<file path="src/rtl/mux3_arb_pkg.sv">
// mux3_arb_pkg: shared types and constants for the 3-input round-robin arbiter.
// Optional feature macro: MUX3_ARB_LOCK_EN (handled in mux3_rr_arbiter).
package mux3_arb_pkg;

   typedef enum logic {
      IDLE = 1'b0,
      BUSY = 1'b1
   } state_t;

   localparam logic [1:0] SEL_D0 = 2'b00;
   localparam logic [1:0] SEL_D1 = 2'b01;
   localparam logic [1:0] SEL_D2 = 2'b10;

   localparam logic [2:0] OH_D0 = 3'b001;
   localparam logic [2:0] OH_D1 = 3'b010;
   localparam logic [2:0] OH_D2 = 3'b100;

   function automatic logic [2:0] idx2oh(input logic [1:0] i);
      logic [2:0] oh;
      unique case (i)
         SEL_D0:  oh = OH_D0;
         SEL_D1:  oh = OH_D1;
         default: oh = OH_D2;
      endcase
      return oh;
   endfunction

   function automatic logic [1:0] nxt(input logic [1:0] i);
      logic [1:0] n;
      unique case (i)
         SEL_D0:  n = SEL_D1;
         SEL_D1:  n = SEL_D2;
         default: n = SEL_D0;
      endcase
      return n;
   endfunction

endpackage

</file>
<file path="src/rtl/mux3_rr_pick.sv">
// mux3_rr_pick: combinational round-robin winner search.
// Order is last+1, last+2, then last itself unless excluded.
module mux3_rr_pick
   import mux3_arb_pkg::*;
(
   input  logic [2:0] req,
   input  logic [1:0] last,
   input  logic       excl,
   output logic [1:0] win,
   output logic       found
);

   logic [1:0] c1;
   logic [1:0] c2;

   assign c1 = nxt(last);
   assign c2 = nxt(c1);

   // First pending requester after the previous owner wins.
   always_comb begin
      win   = last;
      found = 1'b0;
      if (|(req & idx2oh(c1))) begin
         win   = c1;
         found = 1'b1;
      end else if (|(req & idx2oh(c2))) begin
         win   = c2;
         found = 1'b1;
      end else if (!excl && |(req & idx2oh(last))) begin
         win   = last;
         found = 1'b1;
      end
   end

endmodule

</file>
<file path="src/rtl/mux3_rr_arbiter.sv">
// mux3_rr_arbiter: 3-way round-robin arbiter with hold limit and data mux.
// Define MUX3_ARB_LOCK_EN to add the lock input that blocks forced rotation.
module mux3_rr_arbiter
   import mux3_arb_pkg::*;
#(
   parameter int MAX_HOLD = 8
)(
   input  logic       clk,
   input  logic       rst,
   input  logic [2:0] req,
`ifdef MUX3_ARB_LOCK_EN
   input  logic       lock,
`endif
   input  logic       d0,
   input  logic       d1,
   input  logic       d2,
   output logic [2:0] gnt,
   output logic [1:0] sel,
   output logic       y,
   output logic       valid
);

   localparam logic [7:0] HOLD = 8'(MAX_HOLD);

   state_t     state_q;
   state_t     state_d;
   logic [1:0] last_q;
   logic [1:0] last_d;
   logic [7:0] cnt_q;
   logic [7:0] cnt_d;
   logic [2:0] gnt_d;
   logic [1:0] sel_d;
   logic [1:0] win;
   logic       found;
   logic       excl;
   logic       own_req;
   logic       lk;
   logic       dsel;

`ifdef MUX3_ARB_LOCK_EN
   assign lk = lock;
`else
   assign lk = 1'b0;
`endif

   // While busy the current owner is skipped so a waiter can be found.
   assign excl    = (state_q == BUSY);
   assign own_req = |(req & idx2oh(last_q));

   mux3_rr_pick u_pick (
      .req   (req),
      .last  (last_q),
      .excl  (excl),
      .win   (win),
      .found (found)
   );

   // Next grant, owner pointer and hold count.
   always_comb begin
      state_d = state_q;
      gnt_d   = gnt;
      sel_d   = sel;
      last_d  = last_q;
      cnt_d   = cnt_q;
      unique case (state_q)
         IDLE: begin
            if (found) begin
               state_d = BUSY;
               gnt_d   = idx2oh(win);
               sel_d   = win;
               last_d  = win;
               cnt_d   = 8'd1;
            end
         end
         BUSY: begin
            if (!own_req) begin
               if (found) begin
                  gnt_d  = idx2oh(win);
                  sel_d  = win;
                  last_d = win;
                  cnt_d  = 8'd1;
               end else begin
                  state_d = IDLE;
                  gnt_d   = 3'b000;
                  cnt_d   = 8'd0;
               end
            end else if (found && cnt_q >= HOLD && !lk) begin
               gnt_d  = idx2oh(win);
               sel_d  = win;
               last_d = win;
               cnt_d  = 8'd1;
            end else if (cnt_q < HOLD) begin
               cnt_d = cnt_q + 8'd1;
            end
         end
         default: begin
            state_d = IDLE;
         end
      endcase
   end

   // Data of the currently selected requester.
   always_comb begin
      unique case (sel)
         SEL_D0:  dsel = d0;
         SEL_D1:  dsel = d1;
         default: dsel = d2;
      endcase
   end

   // Arbitration state registers.
   always_ff @(posedge clk or posedge rst) begin
      if (rst) begin
         state_q <= IDLE;
         gnt     <= 3'b000;
         sel     <= SEL_D0;
         last_q  <= SEL_D2;
         cnt_q   <= 8'd0;
      end else begin
         state_q <= state_d;
         gnt     <= gnt_d;
         sel     <= sel_d;
         last_q  <= last_d;
         cnt_q   <= cnt_d;
      end
   end

   // Output data lags the grant by one cycle.
   always_ff @(posedge clk or posedge rst) begin
      if (rst) begin
         y     <= 1'b0;
         valid <= 1'b0;
      end else begin
         valid <= (gnt != 3'b000);
         y     <= (gnt != 3'b000) ? dsel : 1'b0;
      end
   end

endmodule

</file>
<file path="config.mk">
export PLATFORM = sky130hd
export DESIGN_NAME = mux3_rr_arbiter
export DESIGN_NICKNAME = d
export VERILOG_FILES = /design/src/rtl/mux3_arb_pkg.sv /design/src/rtl/mux3_rr_pick.sv /design/src/rtl/mux3_rr_arbiter.sv
export SDC_FILE = /design/constraint.sdc
export NUM_CORES = 1
export LEC_CHECK = 0
export CAP_MARGIN = 20
export CORE_ASPECT_RATIO = 0.75
export CORE_MARGIN = 8
export CORE_UTILIZATION = 45
export CTS_CLUSTER_DIAMETER = 50
export CTS_CLUSTER_SIZE = 30
export DETAILED_ROUTE_END_ITERATION = 6
export PLACE_DENSITY = 0.71
export SLEW_MARGIN = 10
export SYNTH_ARGS = -nofsm -noshare
export SYNTH_HDL_FRONTEND = slang
export SYNTH_SLANG_ARGS = --single-unit
</file>
<file path="constraint.sdc">
create_clock -name clk -period 1.9 [get_ports clk]
set_input_delay 0.19 -clock clk [delete_from_list [all_inputs] [get_ports clk]]
set_output_delay 0.19 -clock clk [all_outputs]
set_load 0.01 [all_outputs]
</file>
Yosys cells after proc, flatten, opt, wreduce, memory -nomap -nowiden

Index checks and enable logic that the tools add are counted.

Output and inout bits: 7
Word-level logic and storage cells: 75
Input bits: 8
Flip-flop bits (word level): 18

Reductions and logical operators: 15
Bitwise logic cells: 5
Add/subtract/negate cells: 1
Eq/ne operators: 8
Muxes and demuxes: 37
Magnitude comparators: 2

Operator list:

| kind                                                                                | number |
|---|---|
| 8-bit 2-to-1 mux                                                                    | 4 |
| 3-bit one-hot mux with 2 select lines                                               | 5 |
| 3-bit 2-to-1 mux                                                                    | 7 |
| 2-bit one-hot mux with 2 select lines                                               | 4 |
| 8-bit one-hot mux with 2 select lines                                               | 1 |
| 2-bit 2-to-1 mux                                                                    | 7 |
| 3-bit bitwise AND                                                                   | 4 |
| 3-bit OR reduction                                                                  | 4 |
| 2-bit by 1-bit == test with 1-bit output, second input constant                     | 5 |
| 2-bit logical NOT                                                                   | 5 |
| 8-bit by 1-bit adder with 8-bit output, second input constant                       | 1 |
| 8-bit by 4-bit greater-or-equal comparator with 1-bit output, second input constant | 1 |
| 8-bit by 4-bit less-than comparator with 1-bit output, second input constant        | 1 |
| 1-bit 2-to-1 mux                                                                    | 7 |
| 4-bit by 2-bit inequality test with 1-bit output, second input constant             | 1 |
| 1-bit one-hot mux with 2 select lines                                               | 2 |
| 2-bit AND reduction                                                                 | 2 |
| 3-bit by 2-bit inequality test with 1-bit output, second input constant             | 1 |
| 3-bit nonzero test                                                                  | 1 |
| 1-bit logical AND                                                                   | 2 |
| 2-bit inequality test, second input constant                                        | 1 |
| 1-bit logical NOT                                                                   | 1 |
| 1-bit NOT                                                                           | 1 |

Longest topological paths before layout

Gate-level depths: netlist of the first run.

Word-level depth: 21
Gate-level depth with buffers: 6
Depth with buffers taken out: 5

By module

A second synthesis of the first run with hierarchy kept.

Cells, all modules: 91
Area, all modules: 968.4 um^2

By module, submodules not included:

| module          | sequential area each (um^2) | area an instance (um^2) | instances | cells each |
|---|---|---|---|---|
| mux3_rr_arbiter | 451.7                       | 888.4                   | 1         | 78 |
| mux3_rr_pick    | 0.0                         | 80.1                    | 1         | 13 |

Worst setup path after synthesis of the first run

Ideal clock, no wire load.

Path type: reg2reg
Start: reg cnt_q[5]
End: reg last_q[0]
Library setup time: 0.125 ns
Setup slack: 0.040 ns
Arrival time: 1.735 ns
Stages on the path, launching flop included: 5
Buffers on the path: 0
Clock period less this slack: 1.860 ns
Path through: dfrtp_1 or4_4 a2111oi_4 o32ai_2 mux2_4

Word-level cells in the longest chain between the ends: 3

RTL lines:

| item                                                              | RTL line               | text |
|---|---|---|
| start, declared                                                   | mux3_rr_arbiter.sv:29  | `logic [7:0] cnt_q;` |
| start signal, assigned                                            | mux3_rr_arbiter.sv:124 | `cnt_q <= cnt_d;` |
| 8-bit by 4-bit greater-or-equal comparator with 1-bit output      | mux3_rr_arbiter.sv:87  | `end else if (found && cnt_q >= HOLD && !lk) begin` |
| 1-bit logical AND                                                 | mux3_rr_arbiter.sv:87  |  |
| 3-bit by 2-bit inequality test with 1-bit output (no source line) | -                      |  |
| end signal, assigned                                              | mux3_rr_arbiter.sv:123 | `last_q <= last_d;` |
| end, declared                                                     | mux3_rr_arbiter.sv:27  | `logic [1:0] last_q;` |

Every way passes these cells.
A chain may end at the register's enable or synchronous reset.

Final worst setup path of the first run

Start: reg cnt_q[5]
End: reg gnt[2]

Word-level cells in the longest chain between the ends: 4

RTL lines:

| item                                                              | RTL line               | text |
|---|---|---|
| 8-bit by 4-bit greater-or-equal comparator with 1-bit output      | mux3_rr_arbiter.sv:87  |  |
| 1-bit logical AND                                                 | mux3_rr_arbiter.sv:87  |  |
| 3-bit by 2-bit inequality test with 1-bit output (no source line) | -                      |  |
| 2-bit AND reduction (no source line)                              | -                      |  |
| end signal, assigned                                              | mux3_rr_arbiter.sv:121 | `gnt <= gnt_d;` |
| end, declared                                                     | mux3_rr_arbiter.sv:17  | `output logic [2:0] gnt,` |

Every way passes these cells.

==> results of run 1 <==
logic make-up (layout without fill, tap and decap cells):
| kind of cell | after synthesis | in the layout | share of synthesized area |
|---|---|---|---|
| buffers and inverters | 9 | 39 | 0.03620 |
| multiplexers | 5 | 5 | 0.06367 |
| AND/OR/NAND/NOR | 25 | 25 | 0.1536 |
| flip-flops | 18 | 18 | 0.4507 |
| adder cells (fa/ha/maj) | 2 | 2 | 0.02496 |
| AO/OA/AOI/OAI | 33 | 33 | 0.2709 |
sequential cells by signal (all words and copies together), names as in the netlist:
| signal | count |
|---|---|
| excl | 1 |
| gnt | 3 |
| y | 1 |
| valid | 1 |
| cnt_q | 8 |
| sel | 2 |
| last_q | 2 |
power by group:
part | total (uW) | switching, uW | internal (uW)
combinational | 1060 | 480 | 576
clock | 248 | 131 | 117
sequential | 638 | 123 | 516
per-layer routing:
metal,up-vias,routed length [um],share of wire
li1,400,-,-
met1,389,1048,0.47
met2,26,997,0.44
met3,4,169,0.075
met4,0,31,0.014
met5,-,0,0
how the worst min path moves through the flow:
| stage | from | end | slack, ps | depth (start not counted) |
|---|---|---|---|---|
| final | rst | cnt_q[4] | 270 | 2 |
| after global routing | rst | cnt_q[7] | 350 | 2 |
| after CTS | rst | cnt_q[4] | 300 | 2 |
| after detailed placement | cnt_q[7] | cnt_q[7] | 490 | 1 |
| after global placement | cnt_q[7] | cnt_q[7] | 490 | 1 |
| after floorplan | rst | cnt_q[0] | 130 | 1 |
layout make-up:
type,count,area share
multi-input combinational,65,0.4008
tap,24,0.02279
timing repair buffer,28,0.1861
inverter,7,0.01994
sequential,18,0.3428
clock buffer,4,0.02754
per-stage QoR:
step,setup TNS (ps),instances
CTS,0,144
detailed placement,-1060,140
floorplan,0,92
global route,-72.08,146
finish,0,146
global placement,-492.9,140
placed cells by master, fill, tap and decap left out, drive strengths merged, types with 4 or more instances in the layout:
cell type	count
clkbuf	4
o21a	5
dfrtp	17
clkdlybuf4s50	14
a21oi	6
o21ai	6
buf	14
and2	4
inv	7
o32ai	4
nand2	4
repair_timing:
| item | CTS | global route |
|---|---|---|
| setup endpoints to repair | 5 | 11 |
| pin swaps | 1 | 1 |
| gates resized for setup | 1 | 1 |
| setup buffers | 0 | 2 |
| hold buffers | 0 | 0 |
critical path: stages, from the launching register on:
cell and delay, ps:
dfrtp_1 390, or4_4 570, a2111oi_4 280, o32ai_4 160, buf_4 180, a22o_1 200
==> metrics, run 1 <==
status=finished, final reports clean; Max VDD drop=1.073 mV; WL/cell=15.39 um; TritonRoute pass-1 iters=4; normalized max-slew margin=0.5416; Startpoint Class=flip-flop; pre-CTS setup slack=-137.5 ps; sequential-to-total area share from yosys stat=0.4507; HPWL after DPL=1709 um; GR met1 Demand/Resource=0.1520; Hold WS=274.2 ps; Reg area=451.7 um^2; most common cell in the netlist=dfrtp_1; Fill cells=159; Final Net Count=133; share of cells above drive strength 1=0.2623; DR vias=819; diode count=0; synthesized flop and latch total=18; Die Wd=70.50 um; clock tree buffer depth=2; Starting Density=0.4890; Overflow after GRT=0; Vias/cell=5.610; met2 Track Usage GR=0.1714; worst setup path category=reg -> reg; crit path from=cnt_q[5]; synthesized area per cell=10.89 um^2; number of enable flip-flop cells after synthesis=0; area leader, netlist=dfrtp_1; ys flop type=dfrtp_1; core area=0.002049 mm^2; minimum clock period=1875 ps; Synth area leaders=dfrtp_1 42%, o21a_1 3.7%, mux2_4 3.0%; Critical Path Sink=gnt[2]; Synth top cells by count=17 x dfrtp_1, 7 x inv_1, 5 x a21oi_1, 5 x o21a_1; area taken by multi-input logic gates=528.0 um^2; CTS Root Cell=clkbuf_4; vias in the first global route=800; fin crit share=0.9867; design area=0.001318 mm^2; CTS tree=built; Die Y=56.87 um; fin worst setup slack=25.22 ps; worst skew pair latency=300 ps; gr usage total=0.1190; P_leak=0.0005959 uW; CP max FO=5; pwr dens=1475 mW/mm^2; clk sinks=18; total design power=1943 uW; Top Usage Layer GRT=met2; RSZ-0062 raised after global routing=yes; CP required=2110 ps; Synth Cell Area=0.001002 mm^2; first-pass GRT wire length=3788 um; Synthesized Nets=102; Routed Antenna Nets=0; DRT Wirelength=2247 um; Worst-Margin Slew=686.9 ps; Starting DRT DRC Count=45; CTS clk-pin slew, worst paths=110 ps; Post-Route Utilization=0.6429; row cnt=14; Ports=15; Max Freq=533.4 MHz; Yosys top cell area share=0.4245; # setup viols final=0; final hold violations=0; max cap viols=0; initial antenna violation count=0; worst reg2reg path startpoint=cnt_q[5]; total CTS buffers=3; synth-to-layout area growth=31.46%; Placed Area=0.001252 mm^2; largest net degree at the start of global routing=19; Arr. time, crit path=2080 ps; IO buf count=14; crit path capture type=flip-flop; Worst R2R End=gnt[2]; HP Class=in -> async; Netlist cell types=41; # H-tree levels=1; Die Area=0.004009 mm^2; R2R depth=5; yosys warns=0; drc violations=0; skew final=4.887 ps; synthesized instance count=92; FF-to-FF setup slack=30 ps; Post-synth ARST share=1.000; GR Layer Usage met3=0.05263; Final Wtd Congestion=0.8270; Max Slew Vio Count=0
No activity file was read; power rests on OpenSTA's default activity.
==> inputs of run 2 (changes only) <==
--- a/config.mk
+++ b/config.mk
@@ -5,6 +5,7 @@
 export SDC_FILE = /design/constraint.sdc
 export NUM_CORES = 1
 export LEC_CHECK = 0
+export ABC_CLOCK_PERIOD_IN_PS = 1900
 export CAP_MARGIN = 20
 export CORE_ASPECT_RATIO = 0.75
 export CORE_MARGIN = 8
==> results of run 2 <==
Final layout, timing and power as in run 1 (identical DEF).
